[src/rtl/fp_addsub_seq.sv]
// rtl/fp_addsub_seq.sv - multi-cycle IEEE-754 single-precision add/subtract sequencer
module fp_addsub_seq #(
    parameter int NORM_MAX = 26
) (
    input  logic        clk,
    input  logic        rst,
    input  logic        in_valid,
    output logic        in_ready,
    input  logic [31:0] a,
    input  logic [31:0] b,
    input  logic        op,
    output logic        out_valid,
    input  logic        out_ready,
    output logic [31:0] result,
    output logic        busy
);

    typedef enum logic [2:0] {S_IDLE, S_ALIGN, S_ADD, S_NORM, S_DONE} state_t;

    localparam logic [7:0]  L_NORM_MAX = 8'(NORM_MAX);
    localparam logic [31:0] L_QNAN     = 32'h7FC0_0000;

    state_t      r_state;
    state_t      w_state_next;
    logic [31:0] r_a, r_b;
    logic [7:0]  r_exp;
    logic [23:0] r_man_l, r_man_s, r_mag;
    logic        r_sign_l, r_sign_s, r_sign_r;
    logic [7:0]  r_cnt;
    logic [31:0] r_result;
    logic        w_fin;
    logic [31:0] w_fin_val;

    // Unpack and align, evaluated from the captured operands
    logic [7:0]  w_ea, w_eb, w_exp_l, w_exp_s, w_d;
    logic [23:0] w_ma, w_mb, w_man_l, w_man_s_raw, w_man_s_sh;
    logic        w_swap, w_sign_l, w_sign_s;
    logic        w_nan_a, w_nan_b, w_inf_a, w_inf_b, w_special;
    logic [31:0] w_special_res;

    assign w_ea        = r_a[30:23];
    assign w_eb        = r_b[30:23];
    assign w_ma        = (w_ea != 8'd0) ? {1'b1, r_a[22:0]} : 24'd0;
    assign w_mb        = (w_eb != 8'd0) ? {1'b1, r_b[22:0]} : 24'd0;
    assign w_swap      = (w_eb > w_ea);
    assign w_exp_l     = w_swap ? w_eb : w_ea;
    assign w_exp_s     = w_swap ? w_ea : w_eb;
    assign w_man_l     = w_swap ? w_mb : w_ma;
    assign w_man_s_raw = w_swap ? w_ma : w_mb;
    assign w_sign_l    = w_swap ? r_b[31] : r_a[31];
    assign w_sign_s    = w_swap ? r_a[31] : r_b[31];
    assign w_d         = w_exp_l - w_exp_s;
    assign w_man_s_sh  = (w_d >= 8'd25) ? 24'd0 : (w_man_s_raw >> w_d);

    assign w_nan_a   = (w_ea == 8'hFF) && (r_a[22:0] != 23'd0);
    assign w_nan_b   = (w_eb == 8'hFF) && (r_b[22:0] != 23'd0);
    assign w_inf_a   = (w_ea == 8'hFF) && (r_a[22:0] == 23'd0);
    assign w_inf_b   = (w_eb == 8'hFF) && (r_b[22:0] == 23'd0);
    assign w_special = w_nan_a | w_nan_b | w_inf_a | w_inf_b;

    // Special-case result: NaN wins, opposite infinities make NaN, else the infinity
    always_comb begin
        w_special_res = {r_b[31], 8'hFF, 23'd0};
        if (w_nan_a || w_nan_b)
            w_special_res = L_QNAN;
        else if (w_inf_a && w_inf_b && (r_a[31] != r_b[31]))
            w_special_res = L_QNAN;
        else if (w_inf_a)
            w_special_res = {r_a[31], 8'hFF, 23'd0};
    end

    // Signed add: a full 26-bit negation, so a zero mantissa with sign set stays zero
    logic [25:0] w_op_l, w_op_s, w_sum, w_mag;
    assign w_op_l = r_sign_l ? (26'd0 - {2'b00, r_man_l}) : {2'b00, r_man_l};
    assign w_op_s = r_sign_s ? (26'd0 - {2'b00, r_man_s}) : {2'b00, r_man_s};
    assign w_sum  = w_op_l + w_op_s;
    assign w_mag  = w_sum[25] ? (26'd0 - w_sum) : w_sum;

    // Normalisation step: a shift that lands the leading one packs in the same cycle
    logic [23:0] w_shl;
    logic [7:0]  w_exp_m1;
    assign w_shl    = {r_mag[22:0], 1'b0};
    assign w_exp_m1 = r_exp - 8'd1;

    // State register
    always_ff @(posedge clk) begin
        if (rst) r_state <= S_IDLE;
        else     r_state <= w_state_next;
    end

    // Next state and the final result value for transitions into DONE
    always_comb begin
        w_state_next = r_state;
        w_fin        = 1'b0;
        w_fin_val    = 32'd0;
        case (r_state)
            S_IDLE:  if (in_valid) w_state_next = S_ALIGN;
            S_ALIGN: begin
                if (w_special) begin
                    w_state_next = S_DONE;
                    w_fin        = 1'b1;
                    w_fin_val    = w_special_res;
                end else begin
                    w_state_next = S_ADD;
                end
            end
            S_ADD: begin
                if (w_mag == 26'd0) begin
                    w_state_next = S_DONE;
                    w_fin        = 1'b1;
                end else if (w_mag[24] && (r_exp == 8'd254)) begin
                    w_state_next = S_DONE;
                    w_fin        = 1'b1;
                    w_fin_val    = {w_sum[25], 8'hFF, 23'd0};
                end else begin
                    w_state_next = S_NORM;
                end
            end
            S_NORM: begin
                w_state_next = S_DONE;
                w_fin        = 1'b1;
                if (r_cnt > L_NORM_MAX)
                    w_fin_val = 32'd0;
                else if (r_mag[23])
                    w_fin_val = {r_sign_r, r_exp, r_mag[22:0]};
                else if (w_exp_m1 == 8'd0)
                    w_fin_val = {r_sign_r, 31'd0};
                else if (w_shl[23])
                    w_fin_val = {r_sign_r, w_exp_m1, w_shl[22:0]};
                else begin
                    w_state_next = S_NORM;
                    w_fin        = 1'b0;
                end
            end
            S_DONE:  if (out_ready) w_state_next = S_IDLE;
            default: w_state_next = S_IDLE;
        endcase
    end

    // Datapath registers, updated per state
    always_ff @(posedge clk) begin
        if (rst) begin
            r_a      <= 32'd0;
            r_b      <= 32'd0;
            r_exp    <= 8'd0;
            r_man_l  <= 24'd0;
            r_man_s  <= 24'd0;
            r_mag    <= 24'd0;
            r_sign_l <= 1'b0;
            r_sign_s <= 1'b0;
            r_sign_r <= 1'b0;
            r_cnt    <= 8'd0;
            r_result <= 32'd0;
        end else begin
            case (r_state)
                S_IDLE: begin
                    if (in_valid) begin
                        r_a <= a;
                        r_b <= {b[31] ^ op, b[30:0]};
                    end
                end
                S_ALIGN: begin
                    r_exp    <= w_exp_l;
                    r_man_l  <= w_man_l;
                    r_man_s  <= w_man_s_sh;
                    r_sign_l <= w_sign_l;
                    r_sign_s <= w_sign_s;
                    r_cnt    <= 8'd0;
                end
                S_ADD: begin
                    r_sign_r <= w_sum[25];
                    r_mag    <= w_mag[24] ? w_mag[24:1] : w_mag[23:0];
                    r_exp    <= w_mag[24] ? (r_exp + 8'd1) : r_exp;
                end
                S_NORM: begin
                    r_mag <= w_shl;
                    r_exp <= w_exp_m1;
                    r_cnt <= r_cnt + 8'd1;
                end
                default: ;
            endcase
            if (w_fin) r_result <= w_fin_val;
        end
    end

    assign in_ready  = (r_state == S_IDLE);
    assign busy      = (r_state != S_IDLE);
    assign out_valid = (r_state == S_DONE);
    assign result    = r_result;

endmodule

[config.mk]
export PLATFORM = sky130hd
export DESIGN_NAME = fp_addsub_seq
export DESIGN_NICKNAME = d
export VERILOG_FILES = /design/src/rtl/fp_addsub_seq.sv
export SDC_FILE = /design/constraint.sdc
export NUM_CORES = 1
export LEC_CHECK = 0
export CAP_MARGIN = 30
export CELL_PAD_IN_SITES_DETAIL_PLACEMENT = 1
export CELL_PAD_IN_SITES_GLOBAL_PLACEMENT = 1
export CORE_MARGIN = 5
export CORE_UTILIZATION = 35
export CTS_BUF_LIST = sky130_fd_sc_hd__clkbuf_8
export CTS_CLUSTER_SIZE = 8
export DETAILED_ROUTE_END_ITERATION = 6
export GPL_TIMING_DRIVEN = 0
export HOLD_SLACK_MARGIN = 0.03
export PLACE_DENSITY_LB_ADDON = 0.25
export SLEW_MARGIN = 20
export SYNTH_ARGS = -nofsm -noshare
export SYNTH_HDL_FRONTEND = slang
export SYNTH_SLANG_ARGS = --single-unit
[constraint.sdc]
create_clock -name clk -period 5.06 [get_ports clk]
set_input_delay 0.759 -clock clk [delete_from_list [all_inputs] [get_ports clk]]
set_output_delay 0.759 -clock clk [all_outputs]
set_load 0.01 [all_outputs]
After elaboration in Yosys (flattened, before gate mapping)
Index checks and enable logic that the tools add are counted.
Cells by class
  reduce and logical (&&, ||, !) cells: 24
  bitwise operators: 4
  multiplexer cells: 46
  $lt $le $gt $ge: 3
  eq/ne operators: 11
  shifts and indexed selects: 1
  add/sub/neg operators: 8
Operator list (count)
  32-bit 2-to-1 mux: 10
  24-bit 2-to-1 mux: 6
  32-bit one-hot mux with 3 select lines: 1
  26-bit 2-to-1 mux: 3
  1-bit by 24-bit subtractor with 25-bit output, first input constant: 2
  24-bit one-hot mux with 2 select lines: 1
  23-bit logical NOT: 2
  23-bit nonzero test: 2
  3-bit 2-to-1 mux: 9
  26-bit adder: 1
  26-bit logical NOT: 1
  1-bit by 26-bit subtractor with 26-bit output, first input constant: 1
  8-bit equality test, second input constant: 3
  8-bit 2-to-1 mux: 3
  8-bit one-hot mux with 3 select lines: 1
  24-bit by 8-bit >> shifter with 24-bit output: 1
  8-bit by 1-bit adder with 8-bit output, second input constant: 2
  8-bit one-hot mux with 2 select lines: 1
  8-bit nonzero test: 2
  3-bit one-hot mux with 5 select lines: 1
  1-bit 2-to-1 mux: 9
  8-bit by 5-bit >= comparator with 1-bit output, second input constant: 1
  8-bit by 5-bit greater-than comparator with 1-bit output, second input constant: 1
  8-bit greater-than comparator: 1
  other kinds (18): 32
Storage, ports and cells
  register bits: 190
  output and inout port bits: 35
  input bits: 69

Longest topological paths before layout
  depth in word-level cells: 9
  gate-level depth with buffers: 24
  mapped depth without buffers: 21

Least setup slack after synthesis
OpenSTA, ideal clock, no wires.
  path kind: register to register
  start point: register r_man_s[9]
  end point: register r_result[10], in the netlist result[10]
  data arrival time: 5354 ps
  path buffers: 3
  setup slack: -422 ps
  cell stages (with the launch flop): 23
  period minus slack after synthesis: 5482 ps
  cells stage by stage: dfxtp_1 or4_1 or4_1 or3_1 or3_1 o21ai_0 xnor2_1 ha_1 clkbuf_1 nand2_1 o21ai_0 nand4_1 a32o_1 and2_1 buf_1 o21ai_0 a32oi_1 nor4_1 and4_1 a41oi_2 o31a_2 buf_6 o2bb2ai_1
Between the ends
  cells in the longest elaborated chain, start to end: 9
  elaborated cells between the ends (all ways): 12
  classes of those cells: 3 x add/sub; 7 x mux; 2 x reduce/logical
Ends and longest elaborated chain
  start, declared: RTL line 27  | logic [23:0] r_man_l, r_man_s, r_mag;
  start signal, assigned: RTL line 165  | r_man_s <= w_man_s_sh;
  1-bit by 24-bit subtractor with 25-bit output: RTL line 75  | assign w_op_s = r_sign_s ? (26'd0 - {2'b00, r_man_s}) : {2'b00, r_man_s};
  26-bit 2-to-1 mux (*): RTL line 75
  26-bit adder (*): RTL line 76  | assign w_sum = w_op_l + w_op_s;
  1-bit by 26-bit subtractor with 26-bit output: RTL line 77  | assign w_mag = w_sum[25] ? (26'd0 - w_sum) : w_sum;
  26-bit 2-to-1 mux (*): RTL line 77
  branches (longest 4 deep; another with 32-bit 2-to-1 mux)
  end signal, assigned: RTL line 182  | if (w_fin) r_result <= w_fin_val;
  end, declared: RTL line 30  | logic [31:0] r_result;
Every way passes the cells marked *.
A chain may end at the register's enable or synchronous reset.

Final worst setup path
  start point: register r_man_s[9]
  end point: register r_mag[11]
Between the ends
  cells in the longest elaborated chain, start to end: 7
Ends and longest elaborated chain
  1-bit by 24-bit subtractor with 25-bit output: RTL line 75
  26-bit 2-to-1 mux (*): RTL line 75
  26-bit adder (*): RTL line 76
  1-bit by 26-bit subtractor with 26-bit output: RTL line 77
  26-bit 2-to-1 mux (*): RTL line 77
  24-bit 2-to-1 mux (*): RTL line 172  | r_mag <= w_mag[24] ? w_mag[24:1] : w_mag[23:0];
  24-bit one-hot mux with 2 select lines (*): RTL line 155  | case (r_state)
  end signal, assigned: RTL line 172
  end signal, assigned: RTL line 176  | r_mag <= w_shl;
  end, declared: RTL line 27
Every way passes the cells marked *; elsewhere a longest branch is shown, timed or not.

==> out/metrics.sh <==
OUTCOME='complete, but fails checks'
VIOLATIONS='setup timing'
STARTPOINT_TYPE='flop'
FINAL_DESIGN_AREA_NO_FILL_MM2=0.0188
DRCVIOLATIONCOUNT=0
TIMING.CRITICAL_PATH.TO_TYPE='flop'
FINALCRITPERIODSHARE_PCT=110
DRTANTENNAVIOLNETS=0
SEQUENTIAL_ELEMENT_SHARE_OF_THE_SYNTHESIZED_AREA_PCT=26.5
YS.FLOP_TYPE='sky130_fd_sc_hd__dfxtp_1'
MAX_CAP_VIOL_COUNT=0
POST_SYNTH.CELL_AREA_AVG_UM2=7.37
ANTENNA_VIOLATIONS_BEFORE_REPAIR=0
TIMING_MAX_TRANSITION_VIOLATIONS_FINAL=0
R2R_CELLS=23
STARTPOINT_OF_THE_WORST_HOLD_PATH='result[25]'
NFILLCELLS=4970
WORST_REG2REG_PATH_STARTPOINT='r_man_s[9]'
SYNTHESIS.NETS=2059
SYNTH_ENABLE_FLOP_CELLS=0
POST-DP-HPWL_UM=44800
FLOORPLAN.INITIALDENSITY_PCT=35.3
LARGEST_CLOCK_SKEW_IN_THE_FINAL_DESIGN_NS=0.0182
CLOCK_SINKS=190
FINAL_LAYOUT_SIZE_SUFFIX_GT1_SHARE_PCT=19.6
PLACEDINSTANCEAREA_MM2=0.0161
DIE_WIDTH_UM=212
CTSROOTBUFFERMASTER='sky130_fd_sc_hd__clkbuf_8'
SETUP_VIOL=67
SYNTH.CELL_AREA_MM2=0.0143
ROUTED-VIA-COUNT=16100
FINAL-HOLD-VIOLATION-COUNT=0
HOLDBUFCOUNTCTS=0
CRITPATHMAXFANOUT=5
TOTAL_GLOBAL_ROUTING_TRACK_UTILIZATION_PCT=25.1
CLOCK_TREE_FROM_TRITONCTS='built'
WORST_EP_REQUIRED_TIME_NS=5.50
WORST_SLACK_NS=-0.488
DIEAREA_MM2=0.0451
CRITICAL_PATH.REG2REG.ENDPOINT='r_mag[11]'
CORE_MM2=0.0406
CLOCK_TREE.HTREE_LEVEL_COUNT=4
FIRSTDRTPASSITERS=5
GRT-OVFL-TOTAL=0
LAYOUT.NETS=2249
CP_DATA_ARRIVAL_TIME_NS=5.99
FIRST_GLOBAL_VIAS=16000
TIMING.HOLD.WORST_ENDPOINT='result[25]'
ROUTEDWLPERCELL_UM=22.4
ANTENNA_CELLS=0
GLOBAL_ROUTE.PEAK_USAGE_LAYER='met2'
WORSTMARGINPINSLEW_NS=0.985
PLACE.GP.CONGESTION=0.934
PERIOD_NEEDED_NS=5.55
BUFFER_PORTS.INSERTED=102
GRT_FIRST_PASS_WIRELENGTH_UM=90500
HOLD_PATH_DEPTH=2
HOLD_CLASS='flop to flop'
UNREPAIRED_SETUP_ENDPOINTS_AFTER_GLOBAL_ROUTING='true'
INITIALDRTVIOLATIONCOUNT=1089
MULTI_INPUT_COMB_AREA_MM2=0.0113
CTSLONGESTPATHBUFFERS=2
YS_FF_LATCH=190
TIMING.REG2REG.SETUP_SLACK_NS=-0.49
CRITICALPATHCATEGORY='flop to flop'
GROUTE.LAYER.MET3.USAGE_PCT=4.07
TRITONCTS.NUM_BUFFERS=17
FMAX_GHz=0.180
SYNTH_CELL_TYPES=87
GRT.MET2_USAGE_PCT=40.6
SYNTHESIS.INSTANCES=1946
YOSYSWARNINGS=0
AVGVIACOUNTPERCELL=5.99
NUM_ROWS=74
IOS=104
INSERTION_DELAY_NS=0.55
GRTUSAGEMET1_PCT=34.3
TNS_NS=-23.72
DRT_WL_TOTAL_UM=60000
AREA_OCCUPIED_BY_REGISTERS_MM2=0.00383
GRT_START_MAX_NET_PINS=20
DIE_Y_UM=212
SLEW-LIMIT-HEADROOM_PCT=34.4
CTS.CLK_SLEW.WORST_PATHS_NS=0.11
FINALHOLDWORSTSLACK_NS=0.475
AREA_GROWTH_PCT=31.2
SYNTH_ASYNC_SR_FLOP_SHARE_PCT=0
-- final cells by class --
cell class                 instances  area share [%]
tap                              532            3.54
clock inverter                    15           0.812
clock buffer                      17            1.24
inverter                          33           0.679
buffer                           130            3.61
sequential                       190            20.4
multi-input combinational       1580            60.3
timing repair buffer             184            9.46
-- per-layer routing --
metal / part of all wire (%) / routed length, um
met4: 2.9 / 1750
met3: 4.9 / 2920
met2: 46 / 27800
met1: 46 / 27600
met5: 0 / 0
-- metrics by stage --
stage               utilization [%]  std cells  setup slack [ns]
global placement               39.6       2580             -1.21
detailed placement             39.6       2581             -1.28
CTS                            43.4       2648            -0.446
global route                   46.3       2681            -0.606
floorplan                         -       1946         -0.000769
finish                         46.3       2681            -0.488
-- flip-flops by register name, indices dropped and copies added (netlist names) --
register  flops
r_sign_l      1
r_state       3
r_man_s      24
result       32
r_sign_s      1
r_b          32
r_mag        24
r_sign_r      1
r_exp         8
r_cnt         8
r_a          32
r_man_l      24
-- worst max-delay path by stage --
stage                           from  slack [ns]    endpoint
after floorplan           r_man_l[0]     -0.0008  result[10]
after global placement      r_sign_s       -1.21    r_exp[3]
after detailed placement    r_sign_s       -1.28   r_mag[13]
after CTS                 r_man_l[1]       -0.45  result[22]
after global routing      r_man_l[6]       -0.61   r_mag[11]
final                     r_man_s[9]       -0.49   r_mag[11]
-- cell families (layout without fill, tap and decap cells) --
kind of cell	Yosys count	after routing	synth area share, %
DFF	190	190	26.5
AOI/OAI and AO/OA	633	633	29.3
and+or+nand+nor	733	733	23.3
adders and majority gates	44	44	3.89
muxes	77	77	6.19
xor gates and xnor gates	93	93	5.68
buffers and inverters	176	379	5.03
-- critical path, cell delays in order (launching register included) --
cell	delay, ns
sky130_fd_sc_hd__dfxtp_4	0.39
sky130_fd_sc_hd__or4_4	0.56
sky130_fd_sc_hd__or4_4	0.43
sky130_fd_sc_hd__or3_4	0.35
sky130_fd_sc_hd__or3_4	0.36
sky130_fd_sc_hd__o21ai_2	0.13
sky130_fd_sc_hd__xnor2_1	0.13
sky130_fd_sc_hd__ha_1	0.27
sky130_fd_sc_hd__buf_8	0.14
sky130_fd_sc_hd__a21oi_4	0.14
sky130_fd_sc_hd__o21ai_4	0.09
sky130_fd_sc_hd__buf_6	0.14
sky130_fd_sc_hd__a31oi_4	0.17
sky130_fd_sc_hd__a31oi_4	0.05
sky130_fd_sc_hd__xor2_2	0.17
sky130_fd_sc_hd__nor4b_4	0.26
sky130_fd_sc_hd__buf_4	0.19
sky130_fd_sc_hd__a41oi_4	0.17
sky130_fd_sc_hd__xor2_2	0.28
sky130_fd_sc_hd__buf_4	0.17
sky130_fd_sc_hd__mux2i_1	0.07
sky130_fd_sc_hd__or4_1	0.58
sky130_fd_sc_hd__nand4b_1	0.12
sky130_fd_sc_hd__a21oi_1	0.07
-- cells in the final DEF, fill, tap and decap left out, types with 13 or more instances in the layout --
cell | synthesis | final
sky130_fd_sc_hd__nand2_1 | 320 | 303
sky130_fd_sc_hd__dfxtp_1 | 190 | 178
sky130_fd_sc_hd__nor2_1 | 167 | 156
sky130_fd_sc_hd__a21oi_1 | 180 | 152
sky130_fd_sc_hd__clkdlybuf4s50_1 | 0 | 102
sky130_fd_sc_hd__o21ai_0 | 126 | 89
sky130_fd_sc_hd__clkbuf_1 | 116 | 88
sky130_fd_sc_hd__nor3_1 | 69 | 64
sky130_fd_sc_hd__buf_4 | 2 | 63
sky130_fd_sc_hd__xnor2_1 | 75 | 62
sky130_fd_sc_hd__mux2i_1 | 56 | 50
sky130_fd_sc_hd__a221oi_1 | 35 | 31
sky130_fd_sc_hd__ha_1 | 43 | 31
sky130_fd_sc_hd__inv_1 | 33 | 28
sky130_fd_sc_hd__o21ai_1 | 7 | 27
sky130_fd_sc_hd__o22ai_1 | 29 | 26
sky130_fd_sc_hd__a22oi_1 | 28 | 26
sky130_fd_sc_hd__nand3_1 | 24 | 23
sky130_fd_sc_hd__nand4_1 | 19 | 19
sky130_fd_sc_hd__buf_6 | 4 | 19
sky130_fd_sc_hd__a21oi_2 | 1 | 18
sky130_fd_sc_hd__nor4_1 | 18 | 17
sky130_fd_sc_hd__clkbuf_8 | 0 | 17
sky130_fd_sc_hd__nand2b_1 | 19 | 16
sky130_fd_sc_hd__o211ai_1 | 16 | 16
sky130_fd_sc_hd__and3_1 | 17 | 16
sky130_fd_sc_hd__o2bb2ai_1 | 25 | 15
sky130_fd_sc_hd__o31ai_1 | 22 | 14
sky130_fd_sc_hd__a211o_1 | 14 | 14
sky130_fd_sc_hd__nand2_2 | 0 | 13
sky130_fd_sc_hd__o21ai_2 | 1 | 13
sky130_fd_sc_hd__a21o_1 | 13 | 13
-- Yosys cell counts, types with 17 or more instances --
cell type	instances	area share [%]
sky130_fd_sc_hd__xor2_1	18	1.1
sky130_fd_sc_hd__o21ai_0	126	4.4
sky130_fd_sc_hd__nand4_1	19	0.83
sky130_fd_sc_hd__mux2i_1	56	3.9
sky130_fd_sc_hd__nand2b_1	19	0.83
sky130_fd_sc_hd__a221oi_1	35	2.1
sky130_fd_sc_hd__and3_1	17	0.74
sky130_fd_sc_hd__a22oi_1	28	1.5
sky130_fd_sc_hd__inv_1	33	0.86
sky130_fd_sc_hd__o22ai_1	29	1.3
sky130_fd_sc_hd__nand3_1	24	0.84
sky130_fd_sc_hd__o2bb2ai_1	25	1.5
sky130_fd_sc_hd__o31ai_1	22	1.2
sky130_fd_sc_hd__nand2_1	320	8.4
sky130_fd_sc_hd__dfxtp_1	190	27
sky130_fd_sc_hd__a211oi_1	22	1.2
sky130_fd_sc_hd__xnor2_1	75	4.6
sky130_fd_sc_hd__nor3_1	69	2.4
sky130_fd_sc_hd__ha_1	43	3.8
sky130_fd_sc_hd__clkbuf_1	116	3.0
sky130_fd_sc_hd__nor4_1	18	0.79
sky130_fd_sc_hd__nor2_1	167	4.4
sky130_fd_sc_hd__a21oi_1	180	6.3
-- repair_timing --
item	in CTS	in global routing
gates cloned	3	4
setup buffers	43	38
gates resized for setup	181	221
setup endpoints to repair	92	84
pin swaps	44	75
Power is left out: the tool's default activity adds up to more than one toggle a clock period on the data nets, which glitch-free logic cannot reach.
==> RTL edit: new RTL, same settings <==
Reset style: asynchronous (`rst`), changed in 2 clocked blocks.
--- a/src/rtl/fp_addsub_seq.sv
+++ b/src/rtl/fp_addsub_seq.sv
@@ -85,3 +85,3 @@
     // State register
-    always_ff @(posedge clk) begin
+    always_ff @(posedge clk or posedge rst) begin
         if (rst) r_state <= S_IDLE;
@@ -140,3 +140,3 @@
     // Datapath registers, updated per state
-    always_ff @(posedge clk) begin
+    always_ff @(posedge clk or posedge rst) begin
         if (rst) begin
Formal check against the unedited RTL: differs if rst is asserted again (counterexample within 4 cycles, from zero or initial values and one cycle with rst high); with rst held inactive, the same outputs for 4 cycles.
==> RTL edit against the unedited design <==
- the flow still finishes with violations (setup timing)
- routed wire length fell by 11%
- design area fell by 3.0%
- count of clock-buffer cells in the layout did not move
- sequential cell count did not move
- worst setup slack got worse by 0.99 ns
- area after synthesis rose by 2.1%
- hold slack improved by 0.017 ns
Power is not shown: default switching activity piles up to over one toggle a cycle in this logic, so the estimate is an artifact.
==> RTL edit: results (changes against the unedited design) <==
grt:
  grt_pass1_vias: 15125  # -5.4%
  grt_max_degree: 35  # +75%
  gr-usage-all-layers_pct: 22.6  # -2.5 points
  grt_pass1_wl_mm: 84.1  # -7.1%
  antenna_found_initial: 0  # unchanged
logic_synthesis:
  synthArstFlopShare_pct: 100  # +100 points
  synthTopCellsByCount: "223 x nand2_1, 190 x dfrtp_1, 162 x nor2_1, 127 x o21ai_0, 88 x a21oi_1"
  syn-num-nets: 1829  # -11%
  yosysWarnings: 0  # unchanged
  seq_area_frac_synth_pct: 32.5  # +5.9 points
  ys_top_cells_by_area: "dfrtp_1 32%, nand2_1 5.7%, mux2i_1 5.5%"
  ys.flop_type: "dfrtp_1"
  yosysUniqueCellTypes: 89  # +2.3%
min_path:
  hp-start: "result[27]$_DFFE_PP0P_"
  min_to: "result[27]$_DFFE_PP0P_"
  holdPathStages: 1  # -1
worst_setup_path:
  crit_arrival_ns: 6.97  # +0.98 ns
  critPathSlowestCell: "or4_4"
  r2r.worst_path.cells: 26  # +13%
  r2r-end: "result[8]$_DFFE_PP0P_"
  cpPeakStageDelay_ns: 0.58  # about the same
  crit_fanout: 8  # +3
  r2r_start: "r_man_l[0]$_DFFE_PP0P_"
layout:
  n_fill_cell: 4901  # -1.4%
  final_nets: 1995  # -11%
  layout-drive-gt1-share_pct: 17.9  # -1.7 points
timing:
  tightest_slew_ns: 0.961  # -0.0231 ns
  setup_ws_ns: -1.48  # -0.993 ns
  hold_ws_ns: 0.492  # +0.0173 ns
  fin_skew_ns: 0.0234  # +0.00514 ns
  setup_viol: 68  # +1.5%
clock_tree:
  clockRootBuffer: "clkbuf_8"
  clkTransAtPathRegs_ns: 0.12
  htreeDepth: 4  # unchanged
  ctsLongestPathBuffers: 2  # unchanged
  insertion_delay_ns: 0.58  # +0.03 ns
outcome:
  status: "complete, but fails checks"
  violations: "setup timing"
routing:
  via_count: 14345  # -11%
  drtIter0Drc: 753  # -31%
  wirelength_mm: 53.3  # -11%
placed_design:
  io_buffers: 103  # +0.98%
  dp_hpwl_mm: 41.5  # -7.4%
  place_congestion: 0.924  # -1.1%
## RTL edit: cell types whose count changed after synthesis, moves of 32 or more
cell / before / now
a21oi_1: 180 / 88
mux2_2: 13 / 59
nor3_1: 69 / 34
dfxtp_1: 190 / 0
nand2_1: 320 / 223
clkbuf_1: 116 / 84
dfrtp_1: 0 / 190
## RTL edit: worst max-delay path by stage
| stage | start | endpoint | slack, ns | cells after the start |
|---|---|---|---|---|
| floorplan | r_man_l[0]$_DFFE_PP0P_ | result[24]$_DFFE_PP0P_ | -1.18 | 24 |
| global placement | r_man_l[0]$_DFFE_PP0P_ | result[29]$_DFFE_PP0P_ | -2.33 | 25 |
| detailed placement | r_man_l[0]$_DFFE_PP0P_ | result[8]$_DFFE_PP0P_ | -2.47 | 26 |
| CTS | r_man_l[0]$_DFFE_PP0P_ | result[22]$_DFFE_PP0P_ | -1.69 | 25 |
| global route | r_man_s[1]$_DFFE_PP0P_ | result[8]$_DFFE_PP0P_ | -1.65 | 26 |
| finish | r_man_l[0]$_DFFE_PP0P_ | result[8]$_DFFE_PP0P_ | -1.48 | 26 |
## RTL edit: cell families (layout without fill, tap and decap cells)
| kind of cell | after synthesis | in the layout | share of synthesized area [%] |
|---|---|---|---|
| and+or+nand+nor | 613 | 613 | 19.9 |
| AOI/OAI and AO/OA | 502 | 502 | 23.8 |
| DFF | 190 | 190 | 32.5 |
| muxes | 147 | 147 | 11.2 |
| buffers and inverters | 136 | 315 | 3.68 |
| xor gates and xnor gates | 84 | 84 | 5.13 |
| adders and majority gates | 44 | 44 | 3.81 |
| other | 0 | 1 | 0 |
## RTL edit: final cells by class
cell class | count | area share (%)
clock inverters | 15 | 0.823
multi-input cells | 1390 | 56.0
well taps | 539 | 3.70
flip-flops and latches | 190 | 26.1
repair buffers | 151 | 8.34
clock buffers | 17 | 1.28
plain buffers | 101 | 3.12
inverters | 31 | 0.659
diodes | 1 | 0.0137
## RTL edit: per-layer routing
metal  part of all wire [%]  wire, um  track usage, %  up-vias
met5                      0         0               0        -
met4                    2.3      1250            6.85        0
met3                    4.0      2130            4.46       60
met2                     47     25300            37.3      264
met1                     46     24600            30.1     7311
li1                       -         -               -     6710
## RTL edit: through the flow
step,setup slack (ns),utilization [%],setup TNS (ns),instances,instance area [um2]
global placement,-2.33,39.8,-133.08,2358,16600
CTS,-1.69,42.2,-93.19,2423,17600
finish,-1.48,43.8,-79.47,2435,18200
global route,-1.65,43.8,-92.88,2434,18200
floorplan,-1.18,-,-57.49,1716,14900
detailed placement,-2.47,40.1,-146.39,2364,16700
## RTL edit: timing repair
| item | in CTS | in global routing |
|---|---|---|
| setup endpoints to repair | 99 | 102 |
| gates resized for setup | 64 | 130 |
| pin swaps | 39 | 43 |
| gates cloned | 2 | 0 |
| buffers inserted | 26 | 14 |
